===== src/rtl/id_decode_stage.sv =====
// RV32 instruction-decode stage: decodes a fetched instruction into the control
// bundle and holds it in a one-entry ID/EX register with valid/ready flow control.
module id_decode_stage #(
  parameter int XLEN        = 32,
  parameter bit ENABLE_M    = 1'b0,
  parameter bit ENABLE_JALR = 1'b1,
  parameter int CNT_W       = 8
) (
  input  logic             clk,
  input  logic             rst_n,
  input  logic             in_valid,
  output logic             in_ready,
  input  logic [31:0]      in_instr,
  input  logic [XLEN-1:0]  in_pc,
  input  logic             flush,
  output logic             out_valid,
  input  logic             out_ready,
  output logic [31:0]      out_instr,
  output logic [XLEN-1:0]  out_pc,
  output logic             out_regwrite,
  output logic             out_alusrc,
  output logic             out_memwrite,
  output logic             out_branch,
  output logic             out_jump,
  output logic             out_jalr,
  output logic             out_muldiv,
  output logic             out_illegal,
  output logic [2:0]       out_immsrc,
  output logic [1:0]       out_resultsrc,
  output logic [1:0]       out_aluop,
  output logic [CNT_W-1:0] illegal_count
);

  localparam logic [CNT_W-1:0] CNT_MAX = {CNT_W{1'b1}};
  localparam logic [CNT_W-1:0] CNT_ONE = {{(CNT_W-1){1'b0}}, 1'b1};

  // Handshake: a transfer happens on a rising edge where valid && ready are both
  // high; the producer holds its payload stable until then, and out_* stay stable
  // while out_valid && !out_ready.
  logic accept;
  assign in_ready = !flush && (!out_valid || out_ready);
  assign accept   = in_valid && in_ready;

  // ctrl packs {regwrite, immsrc[2:0], alusrc, memwrite, resultsrc[1:0], branch, aluop[1:0], jump}
  logic [11:0] ctrl_raw, dec_ctrl;
  logic        jalr_raw, muldiv_raw, legal, dec_jalr, dec_muldiv, dec_illegal;
  logic [6:0]  opcode, funct7;

  assign opcode = in_instr[6:0];
  assign funct7 = in_instr[31:25];

  always_comb begin
    ctrl_raw   = '0;
    jalr_raw   = 1'b0;
    muldiv_raw = 1'b0;
    legal      = (in_instr[1:0] == 2'b11);
    case (opcode)
      7'b0110011: begin
        ctrl_raw = 12'b1_000_0_0_00_0_10_0;
        if (funct7 == 7'b0000001 && ENABLE_M) muldiv_raw = 1'b1;
        else if (funct7 != 7'b0000000 && funct7 != 7'b0100000) legal = 1'b0;
      end
      7'b0010011: ctrl_raw = 12'b1_000_1_0_00_0_10_0;
      7'b1100011: ctrl_raw = 12'b0_010_0_0_00_1_01_0;
      7'b0000011: ctrl_raw = 12'b1_000_1_0_01_0_00_0;
      7'b0100011: ctrl_raw = 12'b0_001_1_1_00_0_00_0;
      7'b1101111: ctrl_raw = 12'b1_011_0_0_10_0_00_1;
      7'b0110111: ctrl_raw = 12'b1_100_1_0_11_0_00_0;
      7'b0010111: ctrl_raw = 12'b1_100_0_0_11_0_00_0;
      7'b1100111: begin
        if (ENABLE_JALR) begin
          ctrl_raw = 12'b1_000_1_0_10_0_00_1;
          jalr_raw = 1'b1;
        end else begin
          legal = 1'b0;
        end
      end
      default: legal = 1'b0;
    endcase
  end

  // Illegal entries must carry no side effects downstream, so every control is squashed.
  assign dec_illegal = !legal;
  assign dec_ctrl    = legal ? ctrl_raw : 12'b0;
  assign dec_jalr    = legal && jalr_raw;
  assign dec_muldiv  = legal && muldiv_raw;

  always_ff @(posedge clk) begin
    if (!rst_n) begin
      out_valid     <= 1'b0;
      out_instr     <= '0;
      out_pc        <= '0;
      out_regwrite  <= 1'b0;
      out_immsrc    <= '0;
      out_alusrc    <= 1'b0;
      out_memwrite  <= 1'b0;
      out_resultsrc <= '0;
      out_branch    <= 1'b0;
      out_aluop     <= '0;
      out_jump      <= 1'b0;
      out_jalr      <= 1'b0;
      out_muldiv    <= 1'b0;
      out_illegal   <= 1'b0;
      illegal_count <= '0;
    end else begin
      if (flush) begin
        out_valid <= 1'b0;
      end else if (accept) begin
        out_valid     <= 1'b1;
        out_instr     <= in_instr;
        out_pc        <= in_pc;
        out_regwrite  <= dec_ctrl[11];
        out_immsrc    <= dec_ctrl[10:8];
        out_alusrc    <= dec_ctrl[7];
        out_memwrite  <= dec_ctrl[6];
        out_resultsrc <= dec_ctrl[5:4];
        out_branch    <= dec_ctrl[3];
        out_aluop     <= dec_ctrl[2:1];
        out_jump      <= dec_ctrl[0];
        out_jalr      <= dec_jalr;
        out_muldiv    <= dec_muldiv;
        out_illegal   <= dec_illegal;
      end else if (out_ready) begin
        out_valid <= 1'b0;
      end
      if (accept && dec_illegal && illegal_count != CNT_MAX)
        illegal_count <= illegal_count + CNT_ONE;
    end
  end

endmodule


===== config.mk =====
export PLATFORM = sky130hd
export DESIGN_NAME = id_decode_stage
export DESIGN_NICKNAME = d
export VERILOG_FILES = /design/src/rtl/id_decode_stage.sv
export SDC_FILE = /design/constraint.sdc
export NUM_CORES = 1
export LEC_CHECK = 0
export ABC_AREA = 1
export CELL_PAD_IN_SITES_DETAIL_PLACEMENT = 0
export CELL_PAD_IN_SITES_GLOBAL_PLACEMENT = 2
export CORE_UTILIZATION = 23
export DETAILED_ROUTE_END_ITERATION = 12
export PLACE_DENSITY_LB_ADDON = 0.3
export SLEW_MARGIN = 20
export SYNTH_ARGS = -nofsm -noshare
export SYNTH_HDL_FRONTEND = slang
export SYNTH_SLANG_ARGS = --single-unit
export TNS_END_PERCENT = 20

===== constraint.sdc =====
create_clock -name clk -period 2.2 [get_ports clk]
set_input_delay 0.44 -clock clk [delete_from_list [all_inputs] [get_ports clk]]
set_output_delay 0.44 -clock clk [all_outputs]
set_load 0.02 [all_outputs]

# Word-level counts from Yosys, hierarchy flattened
# Index checks and enable logic that the tools add are counted.
totals:
  regBits: 87
  in_bits: 69
  output_inout_bits: 89
op_classes:
  n_bitwise: 2
  n_reduce_logical: 15
  mux: 7
  n_addsub: 1
  n_eq_ne: 12
ops:
  columns: ["cell", "n"]
  rows:
  - ["case mux 12 bit (9 select lines)", 1]
  - ["== test 7 x 6 -> 1 bit, second input constant", 3]
  - ["== test 7 bit, second input constant", 3]
  - ["== test 7 x 5 -> 1 bit, second input constant", 2]
  - ["2-to-1 mux 12 bit", 1]
  - ["adder 8 x 1 -> 8 bit, second input constant", 1]
  - ["!= test 8 bit, second input constant", 1]
  - ["OR reduction 8 bit", 1]
  - ["== test 7 x 2 -> 1 bit, second input constant", 1]
  - ["!= test 7 x 6 -> 1 bit, second input constant", 1]
  - ["nonzero test 7 bit", 1]
  - ["logical AND 1 bit", 6]
  - ["2-to-1 mux 1 bit", 4]
  - ["zero test 1 bit", 3]
  - ["== test 2 bit, second input constant", 1]
  - ["NOT 1 bit", 2]
  - ["case mux 1 bit (2 select lines)", 1]
  - ["AND reduction 2 bit", 1]
  - ["nonzero test 2 bit", 1]
  - ["OR reduction 2 bit", 1]
  - ["logical OR 1 bit", 1]

# Logic depth before layout (Yosys ltp)
logic_depth:
  ltp_word: 7
  depth_mapped: 11
  mapped_depth_nobuf: 11

# Worst setup path after synthesis
# Ideal clock, no wire load.
synth_timing:
  path_kind: "reg2reg"
  startpoint: "register illegal_count[1]"
  endpoint: "register illegal_count[6]"
  t_arrival_ns: 1.439
  stages_incl_launch_ff: 8
  t_required_ns: 2.130
  setup_slack_ns: 0.690
  path_cell_list: "dfxtp_1 -> ha_1 -> nand3_1 -> nor2_2 -> nand3_4 -> nand4_4 -> nand2_1 -> a21oi_1"
synth_via:
  elab_chain_len: 2
  elab_cells_between_ends: 3
synth_lines:
  columns: ["element", "line", "text"]
  rows:
  - ["start: declaration", "31", "output logic [CNT_W-1:0] illegal_count"]
  - ["start signal: assignment", "127", "illegal_count <= illegal_count + CNT_ONE;"]
  - ["parallel branches: the longest is 2 deep, another holds adder 8 x 1 -> 8 bit", null, null]
# Several ways; the timed one is not identified.
# A chain may end at the register's enable or synchronous reset.

# Worst setup path after layout
layout_timing:
  startpoint: "input flush"
  endpoint: "output in_ready"
layout_via:
  elab_chain_len: 2
layout_lines:
  columns: ["element", "line", "text"]
  rows:
  - ["start: declaration", "15", "input logic flush,"]
  - ["zero test 1 bit", "41", "assign in_ready = !flush && (!out_valid || out_ready);"]
  - ["logical AND 1 bit", "41", null]
  - ["end: declaration", "12", "output logic in_ready,"]
# Every way passes these cells.

==> out/metrics.cfg <==
[run_status]
status = completed

[timing]
rsz0062_at_grt = false
maxSlewHeadroom_pct = 66.3
finalClockSkew_ns = 0.00402
slew_violations = 0
fin_crit_sh_pct = 96.1
finalSetupTns_ns = 0
fin_crit_ns = 2.11
final_hold_viol_count = 0
setup_slack_ns = 0.0850
worst_pin_slew_ns = 0.505
max_freq_ghz = 0.473
setup_violations = 0

[clock_tree]
cts_made_buffers = 9
cts_setup_buffers = 0
clockBufferDepth = 2
clock-sinks = 86
insertion_delay_ns = 0.34
hold_buffers = 0
root_buffer = clkbuf_16
htreeDepth = 3
cts_resized = 0
clk_pin_slew_worst_paths_ns = 0.06
cts_tree = yes

[routing]
num_vias = 3347
first_pass_iters = 4
drc = 0
final_antenna_net_count = 0
viasPerCell = 4.23
wl_per_cell_um = 13.3
finalWirelength_mm = 10.5
first_iter_violations = 99

[placement]
place_congestion = 0.724
dpl_worst_slack_ns = 0.0510
port_buffers = 156
dpl.hpwl_mm = 7.43

[critical_path]
crit_chain = clkdlybuf4s50_1, nor2_1, clkdlybuf4s50_1
cp.required_ns = 1.76
critical_path_buf_inv_count = 2
startpoint_type = input port
worstSetupPathType = in2out
critical-path-top-delay-family = buffers and inverters
end_kind = primary output
crit_fanout = 3
critPathMostFrequentCell = clkdlybuf4s50_1
max_stage_delay_ns = 0.61
arrival_ns = 1.67
critical_path.slowest_cell = clkdlybuf4s50_1

[floorplan]
initial_core_util_pct = 23.7
die_y_um = 125
io_pins = 158
rows = 44
fp.dieArea_um2 = 15500
core-area_um2 = 14600
die_w_um = 125

[synthesis]
syn-num-nets = 527
avgSynthCellArea_um2 = 7.56
ys_warn_count = 0
syn_inst = 457
ys_seq_area_share_pct = 49.8
syn-cell-area_um2 = 3450
synth-seq-cells = 86
synth.distinct_cells = 29

[global_routing]
grt_use_total_pct = 13.9
antenna_found_initial = 0
gr-total-overflow = 0
first_global_vias = 3348
grt_pass1_wl_mm = 17.1
grt_max_degree = 54

[job]
cap_violations = 0

[final_layout]
design.final.nets = 673
layout-drive-gt1-share_pct = 7.73
n_antenna_cell = 0
syn_to_final_growth_pct = 59.4

[power_and_ir_drop]
power.density_nw_per_um2 = 726
ir_worst_vdd_mv = 0.397
leakagePower_nw = 2.22

[min_path]
min_path_type = reg2reg

-- flip-flops by register name (all words and copies together) (netlist names) --
register and flops:
out_illegal 1, illegal_count 8, out_valid 1, out_pc 32, out_alusrc 1, out_resultsrc 2, out_immsrc 3, out_regwrite 1
out_jalr 1, out_memwrite 1, out_aluop 2, out_instr 32, out_jump 1
-- layout by cell type (no fill, tap or decap), types with 2 or more instances in the layout --
cell type and instances:
clkdlybuf4s50_1 155, nor2_1 140, dfxtp_1 86, o21ai_0 67
nand2_1 39, a21oi_1 22, inv_1 18, nand4_1 10
nand3_1 9, clkbuf_16 9, inv_2 6, nor2_2 5
nand2_2 5, o211ai_1 5, buf_4 4, xor2_1 3
buf_12 3, xnor2_1 2, nor3_1 2, clkinv_2 2
clkinvlp_4 2, bufinv_16 2
-- worst reg2reg max path, stage by stage, from the launching register on --
cell and delay [ns]:
dfxtp_1 0.39, ha_1 0.23, nand3_1 0.10, nor2_2 0.18, nand3_4 0.17, nand4_4 0.21
nand2_1 0.08, a21oi_1 0.14
-- metal layers --
layer,vias up,wire [µm],global-route usage [%]
met4,0,115,4.25
met1,1472,4840,16.9
met5,-,0,0
met3,9,872,6.49
met2,102,4720,21.8
li1,1764,-,-
-- path summary, 6_finish.rpt --
check / from / end / cells after the start / slack [ns]
worst min register to register: out_memwrite / out_memwrite / 2 / 0.47
worst min-delay path: out_memwrite / out_memwrite / 2 / 0.47
worst max register to register: illegal_count[0] / illegal_count[4] / 7 / 0.64
worst max-delay path: flush / in_ready / 3 / 0.09
-- stage by stage --
stage / std cells / power, mW / hold slack, ns / util [%] / cell area (µm²)
6_report: 792 / 4.00 / 0.470 / 37.8 / 5510
2_1_floorplan: 457 / 2.02 / 0.519 / - / 3450
5_1_grt: 792 / 4.20 / 0.489 / 37.8 / 5510
4_1_cts: 792 / 4.08 / 0.473 / 37.8 / 5510
3_5_place_dp: 776 / 2.39 / 0.458 / 35.5 / 5180
3_3_place_gp: 776 / 2.38 / 0.453 / 35.5 / 5180
-- cells by family (layout without fill, tap and decap cells) --
| logic type | after synthesis | in the layout | share of synthesized area, % |
|---|---|---|---|
| AND/OR/NAND/NOR | 216 | 216 | 27.1 |
| AO/OA/AOI/OAI | 96 | 96 | 14.5 |
| flip-flops | 86 | 86 | 49.8 |
| buffers and inverters | 52 | 203 | 6.88 |
| XOR/XNOR | 5 | 5 | 1.27 |
| adder cells (fa/ha/maj) | 1 | 1 | 0.362 |
| other | 1 | 1 | 0.109 |
-- synthesized netlist by cell type --
| cell type | instances | area share, % |
|---|---|---|
| a21oi_1 | 22 | 3.2 |
| a21oi_2 | 1 | 0.25 |
| and2_1 | 1 | 0.18 |
| buf_2 | 13 | 1.9 |
| buf_4 | 5 | 1.1 |
| buf_6 | 1 | 0.33 |
| clkbuf_1 | 9 | 0.98 |
| conb_1 | 1 | 0.11 |
| dfxtp_1 | 86 | 50 |
| ha_1 | 1 | 0.36 |
| inv_1 | 18 | 2.0 |
| inv_2 | 6 | 0.65 |
| nand2_1 | 39 | 4.2 |
| nand2_2 | 5 | 0.91 |
| nand3_1 | 9 | 1.3 |
| nand3_2 | 1 | 0.29 |
| nand3_4 | 1 | 0.51 |
| nand4_1 | 10 | 1.8 |
| nand4_4 | 1 | 0.62 |
| nor2_1 | 140 | 15 |
| nor2_2 | 5 | 0.91 |
| nor2_4 | 1 | 0.33 |
| nor3_1 | 2 | 0.29 |
| nor3_4 | 1 | 0.47 |
| o211ai_1 | 5 | 1.1 |
| o21ai_0 | 67 | 9.7 |
| o21ai_2 | 1 | 0.25 |
| xnor2_1 | 2 | 0.51 |
| xor2_1 | 3 | 0.76 |
-- final cells by class --
type / count / area, µm²
Fill cell: 1498 / 9080
Sequential cell: 86 / 1720
Timing Repair Buffer: 163 / 1650
Multi-Input combinational cell: 319 / 1500
Clock buffer: 10 / 239
Tap cell: 184 / 230
Inverter: 24 / 90.1
Clock inverter: 6 / 85.1
-- power by group --
part | internal (mW) | switching [mW] | leakage [nW]
combinational | 0.325 | 0.331 | 1.36
sequential | 1.65 | 0.0436 | 0.707
clock | 1.02 | 0.629 | 0.154
(Power assumes the default switching activity.)
